## config.mk

```make
export PLATFORM = sky130hd
export DESIGN_NAME = vga_timing_ctrl
export DESIGN_NICKNAME = d
export VERILOG_FILES = /design/src/rtl/vga_timing_pkg.sv /design/src/rtl/vga_wrap_cnt.sv /design/src/rtl/vga_timing_ctrl.sv
export SDC_FILE = /design/constraint.sdc
export NUM_CORES = 1
export LEC_CHECK = 0
export ABC_AREA = 0
export BUFFER_PORTS_ARGS = -buffer_cell sky130_fd_sc_hd__buf_4
export CAP_MARGIN = 20
export CORE_MARGIN = 4
export CORE_UTILIZATION = 56
export DETAILED_ROUTE_END_ITERATION = 8
export PLACE_DENSITY_LB_ADDON = 0.05
export REMOVE_ABC_BUFFERS = 1
export SETUP_SLACK_MARGIN = 0.1
export SLEW_MARGIN = 20
export SYNTH_ARGS = -nofsm -noshare
export SYNTH_HDL_FRONTEND = slang
export SYNTH_HIERARCHICAL = 1
export SYNTH_SLANG_ARGS = --single-unit
```

## constraint.sdc

```tcl
create_clock -name vga_clk -period 5 [get_ports vga_clk]
set_clock_uncertainty 0.1 [all_clocks]
set_input_delay 0.75 -clock vga_clk [delete_from_list [all_inputs] [get_ports vga_clk]]
set_output_delay 0.75 -clock vga_clk [all_outputs]
set_load 0.1 [all_outputs]
```

## src/rtl/vga_timing_pkg.sv

```systemverilog
// Shared VGA timing constants (640x480@60 on a 25.2 MHz pixel clock) and
// RGB565 colour values used by the timing generator, pattern sources and benches.
package vga_timing_pkg;

  localparam int DEF_H_SYNC   = 96;
  localparam int DEF_H_BACK   = 40;
  localparam int DEF_H_LEFT   = 8;
  localparam int DEF_H_VALID  = 640;
  localparam int DEF_H_RIGHT  = 8;
  localparam int DEF_H_FRONT  = 8;

  localparam int DEF_V_SYNC   = 2;
  localparam int DEF_V_BACK   = 25;
  localparam int DEF_V_TOP    = 8;
  localparam int DEF_V_VALID  = 480;
  localparam int DEF_V_BOTTOM = 8;
  localparam int DEF_V_FRONT  = 2;

  localparam int DEF_H_TOTAL = DEF_H_SYNC + DEF_H_BACK + DEF_H_LEFT + DEF_H_VALID
                             + DEF_H_RIGHT + DEF_H_FRONT;
  localparam int DEF_V_TOTAL = DEF_V_SYNC + DEF_V_BACK + DEF_V_TOP + DEF_V_VALID
                             + DEF_V_BOTTOM + DEF_V_FRONT;
  localparam int DEF_HS = DEF_H_SYNC + DEF_H_BACK + DEF_H_LEFT;
  localparam int DEF_HE = DEF_HS + DEF_H_VALID;
  localparam int DEF_VS = DEF_V_SYNC + DEF_V_BACK + DEF_V_TOP;
  localparam int DEF_VE = DEF_VS + DEF_V_VALID;

  typedef logic [15:0] rgb565_t;

  localparam rgb565_t RED     = 16'hF800;
  localparam rgb565_t GREEN   = 16'h07E0;
  localparam rgb565_t BLUE    = 16'h001F;
  localparam rgb565_t BLACK   = 16'h0000;
  localparam rgb565_t WHITE   = 16'hFFFF;
  localparam rgb565_t GRAY    = 16'h8410;
  localparam rgb565_t YELLOW  = 16'hFFE0;
  localparam rgb565_t CYAN    = 16'h07FF;
  localparam rgb565_t MAGENTA = 16'hF81F;

endpackage

```

## src/rtl/vga_wrap_cnt.sv

```systemverilog
// Enabled up-counter that returns to zero after reaching a terminal value;
// wrap_o flags the enabled clock on which that return happens.
module vga_wrap_cnt #(
  parameter int WIDTH = 10
) (
  input  logic             vga_clk,
  input  logic             sys_rst_n,
  input  logic             en_i,
  input  logic [WIDTH-1:0] term_i,
  output logic [WIDTH-1:0] cnt_o,
  output logic             wrap_o
);

  logic [WIDTH-1:0] cnt_q, cnt_d;

  assign wrap_o = en_i && (cnt_q == term_i);

  always_comb begin
    cnt_d = cnt_q;
    if (wrap_o) begin
      cnt_d = '0;
    end else if (en_i) begin
      cnt_d = cnt_q + 1'b1;
    end
  end

  always_ff @(posedge vga_clk or negedge sys_rst_n) begin
    if (!sys_rst_n) begin
      cnt_q <= '0;
    end else begin
      cnt_q <= cnt_d;
    end
  end

  assign cnt_o = cnt_q;

endmodule

```

## src/rtl/vga_timing_ctrl.sv

```systemverilog
// VGA raster timing generator: sync/active decodes, one-cycle-early pixel
// request coordinates, and gating of the returned pixel onto rgb.
module vga_timing_ctrl
  import vga_timing_pkg::*;
#(
  parameter int H_SYNC   = DEF_H_SYNC,
  parameter int H_BACK   = DEF_H_BACK,
  parameter int H_LEFT   = DEF_H_LEFT,
  parameter int H_VALID  = DEF_H_VALID,
  parameter int H_RIGHT  = DEF_H_RIGHT,
  parameter int H_FRONT  = DEF_H_FRONT,
  parameter int V_SYNC   = DEF_V_SYNC,
  parameter int V_BACK   = DEF_V_BACK,
  parameter int V_TOP    = DEF_V_TOP,
  parameter int V_VALID  = DEF_V_VALID,
  parameter int V_BOTTOM = DEF_V_BOTTOM,
  parameter int V_FRONT  = DEF_V_FRONT
) (
  input  logic        vga_clk,
  input  logic        sys_rst_n,
  input  logic [15:0] pix_data,
  output logic [9:0]  pix_x,
  output logic [9:0]  pix_y,
  output logic        hsync,
  output logic        vsync,
  output logic        rgb_valid,
  output logic [15:0] rgb,
  output logic        frame_start
);

  localparam int H_TOTAL = H_SYNC + H_BACK + H_LEFT + H_VALID + H_RIGHT + H_FRONT;
  localparam int V_TOTAL = V_SYNC + V_BACK + V_TOP + V_VALID + V_BOTTOM + V_FRONT;
  localparam int HS = H_SYNC + H_BACK + H_LEFT;
  localparam int HE = HS + H_VALID;
  localparam int VS = V_SYNC + V_BACK + V_TOP;
  localparam int VE = VS + V_VALID;

  logic [9:0] cnt_h, cnt_v;
  logic       h_wrap, v_wrap;
  logic       h_active, v_active, pix_req;
  logic       frame_start_q, frame_start_d;

  vga_wrap_cnt #(.WIDTH(10)) u_cnt_h (
    .vga_clk   (vga_clk),
    .sys_rst_n (sys_rst_n),
    .en_i      (1'b1),
    .term_i    (10'(H_TOTAL - 1)),
    .cnt_o     (cnt_h),
    .wrap_o    (h_wrap)
  );

  vga_wrap_cnt #(.WIDTH(10)) u_cnt_v (
    .vga_clk   (vga_clk),
    .sys_rst_n (sys_rst_n),
    .en_i      (h_wrap),
    .term_i    (10'(V_TOTAL - 1)),
    .cnt_o     (cnt_v),
    .wrap_o    (v_wrap)
  );

  // The vertical wrap fires on the last clock of a frame, so registering it
  // lines the pulse up with the clock where both counters read zero.
  assign frame_start_d = v_wrap;

  always_ff @(posedge vga_clk or negedge sys_rst_n) begin
    if (!sys_rst_n) begin
      frame_start_q <= 1'b0;
    end else begin
      frame_start_q <= frame_start_d;
    end
  end

  assign hsync    = cnt_h < 10'(H_SYNC);
  assign vsync    = cnt_v < 10'(V_SYNC);
  assign h_active = (cnt_h >= 10'(HS)) && (cnt_h < 10'(HE));
  assign v_active = (cnt_v >= 10'(VS)) && (cnt_v < 10'(VE));

  assign rgb_valid = h_active && v_active;

  // Requests lead the active window by one clock to cover a registered source.
  assign pix_req = (cnt_h >= 10'(HS - 1)) && (cnt_h < 10'(HE - 1)) && v_active;
  assign pix_x   = pix_req ? cnt_h - 10'(HS - 1) : 10'h3FF;
  assign pix_y   = pix_req ? cnt_v - 10'(VS)     : 10'h3FF;

  assign rgb         = rgb_valid ? pix_data : 16'h0000;
  assign frame_start = frame_start_q;

endmodule

```

# Word level (Yosys, flattened, before mapping)
# Index checks and enable logic that the tools add are counted.
# classes
addsub,4
magnitude_cmp,8
eq_ne,2
n_mux,6
reduce_logical,7
# ops
op,count
$mux 10,5
$lt 10x10->1 const B,3
$add 10x1->10 const B,2
$eq 10x10->1 const B,2
$ge 10x8->1 const B,2
$mux 16,1
$ge 10x6->1 const B,1
$lt 10x2->1 const B,1
$lt 10x7->1 const B,1
$sub 10x6->10 const B,1
$sub 10x8->10 const B,1
$logic_and 1x1->1,6
$reduce_bool 2->1,1
# totals
ff_bits,21
input_bits,18
out_inout_bits,40

# Logic depth before layout (Yosys ltp)
# Gate-level depths: netlist of the first run.
# depth
word_depth,4
mapped_depth,7
depth_no_buf,7

# Cells and area by module
# The synthesis of the first run kept the hierarchy.
# by_module_without_submodules
mod,instances,cells_each,area_per_inst_um2,seq_area_each_um2
vga_wrap_cnt,2,57,614.3,250.2
vga_timing_ctrl,1,100,674.4,25.0

# Worst setup path before layout of the first run
# OpenSTA, ideal clock, no wires.
# synth_timing
path_kind,register -> output
start,register u_cnt_h.cnt_q[7] (netlist: u_cnt_h/cnt_o[7])
end,output port hsync
arrival_ns,5.220
required_ns,4.150
setup_slack_ns,-1.070
path_stages_with_launch,2
n_path_buf,0
cell_sequence,dfrtp_1 > a2111oi_0
# synth_between
elab_chain_cells,1
# synth_rtl
element,line,source
from (decl),vga_wrap_cnt.sv:14,"logic [WIDTH-1:0] cnt_q, cnt_d;"
from (signal assigned),vga_wrap_cnt.sv:31,cnt_q <= cnt_d;
$lt 10x7->1,vga_timing_ctrl.sv:73,assign hsync = cnt_h < 10'(H_SYNC);
to (decl),vga_timing_ctrl.sv:24,"output logic hsync,"
# Every way passes these cells.

# Worst setup path after layout of the first run
# layout_timing
start,register u_cnt_v.cnt_q[0] (netlist: u_cnt_v/cnt_o[0])
end,output port rgb[13]
# layout_between
elab_chain_cells,4
word_cells_on_any_way,5
# layout_rtl
element,line,source
from (decl),vga_wrap_cnt.sv:14,
from (signal assigned),vga_wrap_cnt.sv:31,
$ge 10x6->1 or $lt 10x10->1 (tied branches),vga_timing_ctrl.sv:76,assign v_active = (cnt_v >= 10'(VS)) && (cnt_v < 10'(VE));
$logic_and 1x1->1 *,vga_timing_ctrl.sv:76,
$logic_and 1x1->1 *,vga_timing_ctrl.sv:78,assign rgb_valid = h_active && v_active;
$mux 16 *,vga_timing_ctrl.sv:85,assign rgb = rgb_valid ? pix_data : 16'h0000;
to (decl),vga_timing_ctrl.sv:27,"output logic [15:0] rgb,"
# Every way passes the cells marked *; elsewhere a longest branch is shown, timed or not.

==> results by group, run 1 <==
Outcome
  – Outcome: finished, final reports clean

Synth
  – Top post-synthesis cells by area: dfrtp_1 (28%), xnor2_1 (11%), xor2_1 (7.8%), and2_1 (5.6%), xnor2_2 (5.1%)
  – Syn Inst Count: 214
  – Synth Register Bits: 21
  – Synth Flop Type: dfrtp_1
  – Area leader, netlist: dfrtp_1
  – Async SR Flop Fraction: 100%
  – Number of synthesized flops with an enable pin: 0
  – Seq/Total Area, Yosys: 27.6%
  – Post-synthesis cell type count: between 40 and 50
  – Synth warn: 6
  – Share of the synthesized area in the top cell type: 27.6%
  – Avg Inst Size Synth: 8.89 sq um
  – Synthesized area: 1900 sq um

STA
  – Final setup TNS: 0 ns
  – Worst Max-Slew Pin Slew: 0.719 ns
  – Final WS setup: about 1.1 ns
  – Max-slew violations: 0
  – RSZ-0062 raised after global routing: no
  – Fmax: about 0.26 GHz
  – Tcrit/Tclk final: 77.5%
  – Final Hold Fails: 0
  – Min Tclk post-route: 3.88 ns
  – Final setup fails: 0
  – Rel. slew slack: 52.1%

Routing
  – DRC Markers: 0
  – TritonRoute pass-1 iters: 4
  – DR iter-0 viols: 40
  – Final ANT Viol Nets: 0
  – Routed wire length: 4850 um
  – Vias per cell: 5.25
  – Vias: roughly 1800
  – Avg WL per Cell: 14.2 um

CTS
  – CTS tree: built
  – Clock transition at path regs: 0.13 ns
  – Clk buf depth: 2
  – Clk Latency, worst-skew pair: 0.32 ns
  – TritonCTS Sinks: 21
  – CTS H-tree depth: 1
  – Setup repair bufs after CTS: 0
  – Total CTS buffers: 3
  – Post-CTS Resized: 0
  – # hold bufs at CTS: 0
  – Root Buffer: clkbuf_4

Worst setup path
  – CP arrival: 3.03 ns
  – Crit-path max FO: 11
  – Crit Path Category: flop to primary output
  – Startpoint Class: flop
  – CP Capture Type: primary output
  – Worst Path Required: 4.15 ns

Job
  – Max-cap viol count: 0

Min path
  – Hold Path Class: input pin to asynchronous set/reset pin

Power
  – Combinational Power Share: 35.9%
  – Int Pwr: 0.321 mW
  – Sequential share of power: 47.9%
  – Power per cell area: around 210 nW/um^2
  – Worst vdd ir: 0.264 mV
  – Leak pwr: 1.18 nW
  – Psw: 0.215 mW
  – Clock share of power: about 16%
  – Net Sw Frac: approximately 40%

Floorplanning
  – Core region area: 3150 sq um
  – Die W: between 60 and 70 um
  – Die ar.: 4400 sq um
  – Initial Utilization: 60.4%
  – Die Y: 66.3 um
  – Ports: 58
  – Row count: 20

Placed design
  – Setup WS pre-CTS: 1.51 ns
  – GP Congestion: 0.898
  – Port Buffer Count: 57
  – Cells after DPL: 337
  – Post-DP HPWL: 3830 um

Final layout
  – Final nets: 321
  – Cell Count, Final, Fillers Out: ~340
  – Commonest non-fill, non-tap cells in the layout: buf_4 (59), conb_1 (28), xnor2_1 (24)
  – Commonest non-fill, non-tap cell in the layout: buf_4
  – Fin util: 79.3%
  – Layout cells sized above 1: between 20 and 30%
  – Area growth, synth to finish: 31.4%
  – # diodes: 0

Global route
  – Global-route wire length before repair: between 8000 and 9000 um
  – Vias in the first global route: approximately 1700
  – Largest net degree at the start of global routing: 22
  – GRT Total Usage: between 20% and 30%
  – Initial antenna violation count: 0
  – Gr ovfl total: 0
==> cell type report <==
type,instances,area [sq um]
Inverter,6,22.5
Timing Repair Buffer,60,453
Tap cell,44,55.1
Multi-Input combinational cell,206,1420
Clock inverter,1,7.51
Clock buffer,3,22.5
Fill cell,236,652
Sequential cell,21,526
==> synthesized netlist by cell type (3+ instances only) <==
library cell  number
and3_1             4
and2_1            17
xnor2_2            6
clkbuf_1           5
xor2_1            17
xnor2_1           24
ha_1               5
nand2_1           12
inv_1              6
o21ai_0            4
dfrtp_1           21
nand3_1           19
nor2_1            20
nor3_1             3
nand4_1            8
==> power by group through the flow <==
stage	logic [mW]	registers, mW	clock network (mW)
4_1_cts	0.193	0.257	0.0892
5_1_grt	0.220	0.265	0.0970
3_5_place_dp	0.190	0.261	0
3_3_place_gp	0.188	0.257	0
2_1_floorplan	0.157	0.243	0
6_report	0.193	0.257	0.0868
==> through the flow <==
stage	hold WS [ns]	instance area (sq um)	total power [mW]
floorplan	0.354	1960	0.400
global placement	0.545	2460	0.445
detailed placement	0.544	2470	0.451
CTS	0.192	2500	0.539
global route	0.181	2500	0.583
finish	0.185	2500	0.537
==> critical path, stage by stage (launching register included) <==
cell and delay (ns):
dfrtp_1 0.49, ha_1 0.30, nor4_2 0.26, nand3_1 0.14
a222oi_1 0.70, clkdlybuf4s18_2 0.39, and2_1 0.15, buf_4 0.29
==> final timing paths <==
kind | startpoint | to | slack (ns) | depth (start not counted)
min | sys_rst_n | frame_start | 0.19 | 1
max | u_cnt_v/cnt_o[0] | rgb[13] | 1.12 | 7
max reg2reg | u_cnt_h/cnt_o[0] | u_cnt_v/cnt_o[1] | 2.45 | 6
max in group asynchronous | sys_rst_n | u_cnt_h/cnt_o[1] | 4.39 | 1
min reg2reg | u_cnt_v/cnt_o[1] | u_cnt_v/cnt_o[1] | 0.57 | 2
min in group vga_clk | u_cnt_v/cnt_o[1] | u_cnt_v/cnt_o[1] | 0.57 | 2
==> layer usage <==
layer / wire, um / vias to the layer above / global-route usage (%)
met5: 0 / - / 0
met2: 2290 / 70 / 43.2
met4: 46 / 0 / 5.33
met1: 2000 / 817 / 28.2
li1: - / 899 / -
met3: 516 / 5 / 4.93
==> registers in the layout, summed over array words and instances, names as in the netlist <==
| name | count |
|---|---|
| u_cnt_v/cnt_o | 10 |
| u_cnt_h/cnt_o | 10 |
| frame_start | 1 |
==> kinds of logic after synthesis <==
logic type | count (synthesis) | share of synthesized area, %
AND/OR/NAND/NOR | 102 | 31.2
AO/OA/AOI/OAI | 24 | 10.3
adder cells (fa/ha/maj) | 5 | 3.29
flip-flops | 21 | 27.6
other | 2 | 0.395
buffers and inverters | 13 | 3.16
XOR/XNOR | 47 | 24.0
No activity file was read; power rests on OpenSTA's default activity.
==> inputs of run 2 (changes only) <==
--- a/config.mk
+++ b/config.mk
@@ -9,7 +9,7 @@
 export BUFFER_PORTS_ARGS = -buffer_cell sky130_fd_sc_hd__buf_4
 export CAP_MARGIN = 20
 export CORE_MARGIN = 4
-export CORE_UTILIZATION = 56
+export CORE_UTILIZATION = 52
 export DETAILED_ROUTE_END_ITERATION = 8
 export PLACE_DENSITY_LB_ADDON = 0.05
 export REMOVE_ABC_BUFFERS = 1
==> constraint.sdc (replaced) <==
create_clock -name vga_clk -period 4.1 [get_ports vga_clk]
set_clock_uncertainty 0.1 [all_clocks]
set_input_delay 0.615 -clock vga_clk [delete_from_list [all_inputs] [get_ports vga_clk]]
set_output_delay 0.615 -clock vga_clk [all_outputs]
set_load 0.1 [all_outputs]
==> run 2 against run 1 <==
Effect of this change: non-clock buffer count unchanged; wire length about the same; count of clock-buffer cells in the layout unchanged; utilization decreased by 6.1 points; global-route usage decreased by 2.5 points; worst hold slack got worse by 0.066 ns; register-to-register slack got worse by 0.84 ns; clock power increased by 59%; critical path type unchanged; largest cell class unchanged; highest routed layer unchanged.
==> results by group, run 2 (synthesis results as in run 1) <==
Min path
  – Hold Path Class: input pin to asynchronous set/reset pin

Global route
  – Initial antenna violation count: 0 (unchanged)
  – Global-route wire length before repair: 7540 um (-6.2%)
  – Gr ovfl total: 0 (unchanged)
  – Vias in the first global route: 1569 (-8.2%)
  – Largest net degree at the start of global routing: 22 (unchanged)
  – GRT Total Usage: 21.2% (-2.5 points)

Power
  – Leak pwr: 1.19 nW (+0.76%)
  – Power per cell area: 274 nW/um^2 (+28%)
  – Worst vdd ir: 0.325 mV (+23%)

Floorplanning
  – Core region area: 3440 sq um (+9.2%)
  – Die ar.: 4690 sq um (+6.7%)
  – Die W: 68.5 um (+3.3%)
  – Row count: 21 (+5.0%)
  – Initial Utilization: 55.3% (-5.1 points)
  – Die Y: 68.5 um (+3.3%)
  – Ports: 58 (unchanged)

Routing
  – TritonRoute pass-1 iters: 4 (unchanged)
  – Vias per cell: 5.17 (-1.6%)
  – Avg WL per Cell: 14.2 um (-0.52%)
  – Final ANT Viol Nets: 0 (unchanged)
  – DRC Markers: 0 (unchanged)
  – Routed wire length: 4860 um (about the same)
  – Vias: 1772 (-1.1%)
  – DR iter-0 viols: 55 (+38%)

STA
  – Max-slew violations: 0 (unchanged)
  – Final setup fails: 0 (unchanged)
  – Worst hold slack: 0.119 ns (-0.0664 ns)
  – Rel. slew slack: 57.5% (+5.5 points)
  – Final setup TNS: 0 ns (unchanged)
  – Tcrit/Tclk final: 77.4%
  – Worst Max-Slew Pin Slew: 0.635 ns (-0.0844 ns)
  – RSZ-0062 raised after global routing: no
  – Min Tclk post-route: about 3.2 ns
  – Final Hold Fails: 0 (unchanged)
  – Fmax: 0.315 GHz

Worst setup path
  – CP Capture Type: primary output
  – Worst Path Required: 3.38 ns (-0.77 ns)
  – Crit-path max FO: 17 (+6)
  – Startpoint Class: flop
  – Crit path top cell by count: buf_4
  – R2R cell count: 6 (unchanged)
  – WP buf/inv: 2 (unchanged)
  – CP arrival: 2.46 ns (-0.57 ns)
  – Critical path depth in cells: 7 (unchanged)
  – Worst path slowest cell: dfrtp_1
  – CP max stage delay: 0.48 ns (-0.22 ns)
  – Crit path cell chain: ha_1 -> nor4_2 -> nand3_1 -> a222oi_1 -> buf_4 -> and2_1 -> buf_4
  – Crit Path Category: flop to primary output
  – Delay-heaviest family, CP: simple AND/OR/NAND/NOR gates

Placed design
  – GP Congestion: 0.908 (+1.2%)
  – Post-DP HPWL: 3850 um (+0.56%)
  – Cells after DPL: 339 (+0.59%)
  – Port Buffer Count: 57 (unchanged)

Outcome
  – Outcome: finished, final reports clean

Job
  – Max-cap viol count: 0 (unchanged)

Final layout
  – Layout cells sized above 1: 27.9% (unchanged)
  – Commonest non-fill, non-tap cell in the layout: buf_4
  – Cell Count, Final, Fillers Out: 343 (+0.59%)
  – Final nets: 321 (unchanged)
  – # diodes: 0 (unchanged)
  – Commonest non-fill, non-tap cells in the layout: buf_4 (60), conb_1 (28), xnor2_1 (24)
  – Area growth, synth to finish: 32.4%

CTS
  – # hold bufs at CTS: 0 (unchanged)
  – Root Buffer: clkbuf_8
  – Total CTS buffers: 3 (unchanged)
  – TritonCTS Sinks: 21 (unchanged)
  – Clk buf depth: 2 (unchanged)
  – Clock transition at path regs: 0.08 ns (-0.05 ns)
  – CTS H-tree depth: 1 (unchanged)
  – Clk Latency, worst-skew pair: 0.26 ns (-0.06 ns)
  – CTS tree: built
  – Setup repair bufs after CTS: 0 (unchanged)
  – Post-CTS Resized: 0 (unchanged)
==> run 2: cell types whose count changed in the layout (fill, tap and decap cells not counted) <==
cell             delta
clkbuf_4            -3
buf_4               +1
clkbuf_8            +3
clkdlybuf4s18_2     -1
==> run 2: routing by layer <==
layer | part of all wire (%) | routed length [um] | track usage (%) | up-vias
li1 | - | - | - | 896
met1 | 42 | 2060 | 27.5 | 799
met2 | 46 | 2250 | 36.9 | 73
met3 | 11 | 513 | 3.57 | 4
met4 | 0.66 | 32 | 4.22 | 0
met5 | 0 | 0 | 0 | -
==> run 2: final cells by class <==
| cell class | instances | area [sq um] |
|---|---|---|
| Clock buffer | 3 | 41.3 |
| Clock inverter | 1 | 7.51 |
| Fill cell | 290 | 922 |
| Inverter | 6 | 22.5 |
| Multi-Input combinational cell | 206 | 1420 |
| Sequential cell | 21 | 526 |
| Tap cell | 46 | 57.6 |
| Timing Repair Buffer | 60 | 450 |
==> run 2: final timing paths <==
| path | from | endpoint | slack (ns) |
|---|---|---|---|
| hold / removal | sys_rst_n | u_cnt_h/cnt_o[3] | 0.12 |
| setup reg to reg | u_cnt_h/cnt_o[4] | u_cnt_v/cnt_o[1] | 1.61 |
| hold reg to reg | u_cnt_v/cnt_o[1] | u_cnt_v/cnt_o[1] | 0.59 |
| max in group asynchronous | sys_rst_n | u_cnt_v/cnt_o[6] | 3.57 |
| setup / recovery | u_cnt_v/cnt_o[0] | rgb[3] | 0.93 |
| min in group vga_clk | u_cnt_v/cnt_o[1] | u_cnt_v/cnt_o[1] | 0.59 |
==> run 2: worst register-to-register path, cell delays in order (launching register included) <==
cell and delay, ns:
dfrtp_1 0.55, xnor2_1 0.17, nand4_1 0.18, nor3_4 0.53, nand4_1 0.28, nor3_4 0.41, o22ai_2 0.14
==> run 2: power breakdown <==
part / total, mW / switching, mW / leakage (nW) / internal, mW
logic: 0.241 / 0.121 / 0.896 / 0.121
registers: 0.312 / 0.0778 / 0.273 / 0.234
clock network: 0.138 / 0.0694 / 0.0217 / 0.0685
==> run 2: through the flow <==
| step | util [%] | cell area (sq um) | total power, mW | setup slack, ns |
|---|---|---|---|---|
| after global placement | 71.8 | 2470 | 0.546 | 1.29 |
| after global routing | 73.2 | 2520 | 0.746 | 0.745 |
| after detailed placement | 71.8 | 2470 | 0.558 | 1.22 |
| after floorplan | - | 1960 | 0.488 | -1.84 |
| final | 73.2 | 2520 | 0.691 | 0.928 |
| after CTS | 73.2 | 2520 | 0.697 | 0.935 |
